<file path="config.mk">
export PLATFORM = sky130hd
export DESIGN_NAME = decoder_n_scan
export DESIGN_NICKNAME = d
export VERILOG_FILES = /design/src/rtl/decoder_n_scan.sv
export SDC_FILE = /design/constraint.sdc
export NUM_CORES = 1
export LEC_CHECK = 0
export ABC_CLOCK_PERIOD_IN_PS = 2700
export BUFFER_PORTS_ARGS = -buffer_cell sky130_fd_sc_hd__buf_2
export CAP_MARGIN = 20
export CORE_AREA = 2 2 39 41
export DETAILED_ROUTE_END_ITERATION = 8
export DIE_AREA = 0 0 41 43
export SYNTH_ARGS = -nofsm -noshare
export SYNTH_HDL_FRONTEND = slang
export SYNTH_SLANG_ARGS = --single-unit
</file>
<file path="constraint.sdc">
create_clock -name clock -period 2.7 [get_ports clock]
set_input_delay 0.27 -clock clock [delete_from_list [all_inputs] [get_ports clock]]
set_output_delay 0.27 -clock clock [all_outputs]
set_load 0.01 [all_outputs]
</file>
<file path="src/rtl/decoder_n_scan.sv">
// One-hot decoder with a loadable index and an automatic scan mode.
// Optional macro DECODER_N_SCAN_DWELL_EN holds each scanned output for DWELL cycles.
module decoder_n_scan #(
    parameter int N     = 2,
    parameter int DWELL = 4
) (
    input  logic                clock,
    input  logic                reset,
    input  logic                en,
    input  logic                load,
    input  logic                scan,
    input  logic [N-1:0]        x,
    output logic [(1<<N)-1:0]   z,
    output logic [N-1:0]        sel,
    output logic                wrap,
    output logic                dbg_mode
);

    localparam int M = 1 << N;
    localparam logic [N-1:0] IDX_MAX = N'(M - 1);

    typedef enum logic {
        HOLD = 1'b0,
        SCAN = 1'b1
    } mode_t;

    mode_t          r_mode;
    mode_t          w_mode_next;
    logic [N-1:0]   r_idx;
    logic [N-1:0]   w_idx_next;
    logic [M-1:0]   r_z;
    logic [M-1:0]   w_z_next;
    logic           r_wrap;
    logic           w_adv;
    logic           w_dwell_done;

`ifdef DECODER_N_SCAN_DWELL_EN
    logic [7:0]     r_cnt;
    logic [7:0]     w_cnt_next;

    assign w_dwell_done = (r_cnt == 8'(DWELL - 1));
`else
    // Without the dwell build every enabled scan cycle steps; DWELL has no effect.
    assign w_dwell_done = (DWELL > 0) | 1'b1;
`endif

    // Dropping scan freezes the index in the same cycle the mode returns to HOLD.
    assign w_adv = (r_mode == SCAN) && scan && en && !load && w_dwell_done;

    always_comb begin
        w_idx_next = r_idx;
        if (load) begin
            w_idx_next = x;
        end else if (w_adv) begin
            w_idx_next = r_idx + N'(1);
        end
    end

    always_comb begin
        w_mode_next = r_mode;
        if (load) begin
            w_mode_next = scan ? SCAN : HOLD;
        end else if (r_mode == HOLD && scan) begin
            w_mode_next = SCAN;
        end else if (r_mode == SCAN && !scan) begin
            w_mode_next = HOLD;
        end
    end

    always_comb begin
        w_z_next = '0;
        if (en) begin
            w_z_next[w_idx_next] = 1'b1;
        end
    end

`ifdef DECODER_N_SCAN_DWELL_EN
    always_comb begin
        w_cnt_next = r_cnt;
        if (load) begin
            w_cnt_next = 8'd0;
        end else if (r_mode == HOLD && scan) begin
            w_cnt_next = 8'd0;
        end else if (w_adv) begin
            w_cnt_next = 8'd0;
        end else if (r_mode == SCAN && scan && en) begin
            w_cnt_next = r_cnt + 8'd1;
        end
    end

    always_ff @(posedge clock or posedge reset) begin
        if (reset) begin
            r_cnt <= 8'd0;
        end else begin
            r_cnt <= w_cnt_next;
        end
    end
`endif

    always_ff @(posedge clock or posedge reset) begin
        if (reset) begin
            r_mode <= HOLD;
            r_idx  <= '0;
            r_z    <= '0;
            r_wrap <= 1'b0;
        end else begin
            r_mode <= w_mode_next;
            r_idx  <= w_idx_next;
            r_z    <= w_z_next;
            r_wrap <= w_adv && (r_idx == IDX_MAX);
        end
    end

    assign z        = r_z;
    assign sel      = r_idx;
    assign wrap     = r_wrap;
    assign dbg_mode = r_mode;

endmodule

</file>
==> run_results.csv <==
group,metric,value,unit
worst_setup_path,cp-end-kind,"flop",
pwr,ir_drop,0.2148,mV
worst_setup_path,critPathLaunch,"sel[0]",
worst_setup_path,reg2regPathDepth,4,
logic_synthesis,ys_ff_latch,8,
final_layout,stdcell_count,64,
worst_setup_path,path_cells,"ha_1 -> and4_1 -> a211oi_2 -> nor3_1",
place,placed_cells,60,
worst_setup_path,path_buf_inv,0,
route,vias,306,
clock_network,ctsResizeCount,0,
route,wire_per_inst,11.45,um
sta,relSlewSlack,80.00,%
worst_setup_path,timing.rr.start,"sel[0]",
pwr,leakagePower,0.2430,nW
worst_setup_path,cp_slowest_stage_delay,0.42,ns
pwr,power,0.2718,mW
global_route,grt_pass1_wl,1324,um
pwr,seqPwrFrac,49.5,%
sta,fin_tns_setup,0,ns
global_route,antenna_found_initial,0,
sta,worst_slack,1.243,ns
die,coreArea,1384,sq um
die,initial_utilization,27.22,%
worst_setup_path,cpMaxStageDelayCell,"dfrtp_1",
logic_synthesis,synthFlopType,"dfrtp_1",
final_layout,insertedDiodeCount,0,
route,antenna_left,0,
sta,final.period_utilization,53.97,%
clock_network,root_buffer,"clkbuf_4",
global_route,grt_pass1_vias,311,
sta,period_needed,1.457,ns
worst_setup_path,setup.worst_path.end,"z[3]",
worst_setup_path,worstPathArrival,1.58,ns
sta,worstMarginPinSlew,0.2997,ns
final_layout,regArea,200.2,sq um
route,drtIter0Drc,3,
route,drc_errors,0,
worst_setup_path,crit_path_start_kind,"flop",
clock_network,htreeDepth,1,
worst_setup_path,reg2reg_slack,1.24,ns
pwr,internal-power,0.2011,mW
place,preCtsSetupSlack,1.248,ns
sta,report.final.slew_viol_count,0,
route,drt-pass1-iter-count,4,
final_layout,finalInstanceArea,495.5,sq um
logic_synthesis,avgSynthCellArea,12.15,sq um
logic_synthesis,yosysWarnings,0,
logic_synthesis,synth-edff-count,0,
final_layout,multi_input_area,165.2,sq um
clock_network,clk_pin_slew,0.05,ns
worst_setup_path,critical_path_required,2.82,ns
worst_setup_path,worstSetupPathType,"flop to flop",
final_layout,fill_cells,144,
outcome,status,"finished, final reports clean",
min_path,whs_path_depth,1,
logic_synthesis,syn_area,376.6,sq um
clock_network,insertion_delay,0.25,ns
final_layout,final_nets,58,
worst_setup_path,crit_cells,4,
job,drv_cap,0,
logic_synthesis,synth_nets,39,
route,drt_wl_total,733,um
logic_synthesis,synthArstFlopShare,100.0,%
sta,finClkSkew,0.002287,ns
logic_synthesis,synthCells,31,
global_route,grt_max_degree,10,
worst_setup_path,crit_family,"flip-flops",
sta,rsz0062_at_grt,"no",
sta,fmax,686.3,MHz
place,numPortBuffers,14,
route,vias_per_cell,4.781,
clock_network,cts_sinks,8,
global_route,gr-total-overflow,0,
die,dieHeight,43,um
global_route,grt_util_all_layers,11.36,%
pwr,power_density,548.5,nW/um^2
place,gp_congestion,0.7161,
final_layout,area_growth,31.56,%
pwr,switching_share,26.02,%
die,die_w,41,um
sta,setup_viol,0,
logic_synthesis,synth_cell_types,21,
sta,hold_viol,0,
die,fp.dieArea,1763,sq um
die,rows,14,
place,hpwlAfterDp,578.1,um
worst_setup_path,r2r_end,"z[3]",
clock_network,cts_tree,"built",
pwr,p_switching,0.07073,mW
die,pin_count,15,
pwr,p_clk_share,32.6,%
worst_setup_path,crit_fanout,5,
logic_synthesis,synth_seq_area_share,53.16,%
final_layout,drive_above_1_share,45.83,%
clock_network,clk_path_buf_depth,2,
pwr,combPwrFrac,17.9,%
clock_network,numCtsBuffers,3,
min_path,hold_class,"input pin to flop",
place,place_area,462.9,sq um
==> stage by stage <==
stage	util, %	hold WS [ns]
after floorplan	-	0.08566
after global routing	35.80	0.1885
after global placement	33.45	0.2276
final	35.80	0.2015
after detailed placement	33.45	0.2327
after CTS	35.80	0.1925
==> kinds of logic after synthesis <==
family          synth area share [%]
simple gates                   21.27
flops                          53.16
compound gates                 16.95
buf+inv                        2.990
xor+xnor                       2.326
fa+ha+maj                      3.322
==> layout make-up <==
class	instances	area share, %
Sequential cell	8	40.40
Tap cell	16	4.040
Inverter	2	1.515
Timing Repair Buffer	15	16.16
Clock buffer	3	4.545
Multi-Input combinational cell	20	33.33
==> placed cells by master, fill, tap and decap left out <==
cell type      instances
or2b_1                 1
a211oi_2               1
buf_2                 14
nor3_2                 1
nand4b_1               1
dlygate4sd3_1          1
nand4_1                1
nand2b_1               1
nor3b_1                1
a211o_1                2
xnor2_1                1
ha_1                   1
o21a_1                 1
clkbuf_4               3
dfrtp_1                8
nor2b_1                1
and4_1                 1
inv_1                  2
nor2_1                 1
nand3_2                1
a31o_1                 1
a21oi_2                2
nor3_1                 1
==> worst min-delay path by stage <==
stage                     start       end
after detailed placement  reset      z[2]
after global placement    reset      z[2]
after CTS                  scan  dbg_mode
after floorplan           reset  dbg_mode
final                      scan  dbg_mode
after global routing       scan  dbg_mode
==> synthesized netlist by cell type (all sizes together), types with 2 or more instances <==
master,number,area [sq um]
dfrtp,8,200.2
a21oi,2,17.52
nor3,2,15.01
inv,2,7.510
a211o,2,17.52
==> registers in the layout (all words and copies together) (netlist names) <==
signal    count
z             4
sel           2
dbg_mode      1
wrap          1
==> metal layers <==
layer | GRT usage [%] | up-vias | routed length, um
li1 | - | 151 | -
met1 | 12.62 | 148 | 295
met2 | 17.50 | 7 | 403
met3 | 6.283 | 0 | 34
met4 | 4.000 | 0 | 0
met5 | 0 | - | 0
==> power groups by stage <==
stage / clock network (mW) / registers [mW] / logic (mW)
2_1_floorplan: 0 / 0.140 / 0.0239
3_3_place_gp: 0 / 0.136 / 0.0473
3_5_place_dp: 0 / 0.137 / 0.0477
4_1_cts: 0.0925 / 0.134 / 0.0493
5_1_grt: 0.0996 / 0.136 / 0.0541
6_report: 0.0886 / 0.135 / 0.0487
==> repair_timing <==
| item | in CTS | in global routing |
|---|---|---|
| hold buffers | 1 | 0 |
| hold endpoints to repair | 8 | 0 |
| buffers inserted | 0 | 0 |
Note: power is estimated with default switching activity, not from simulation.
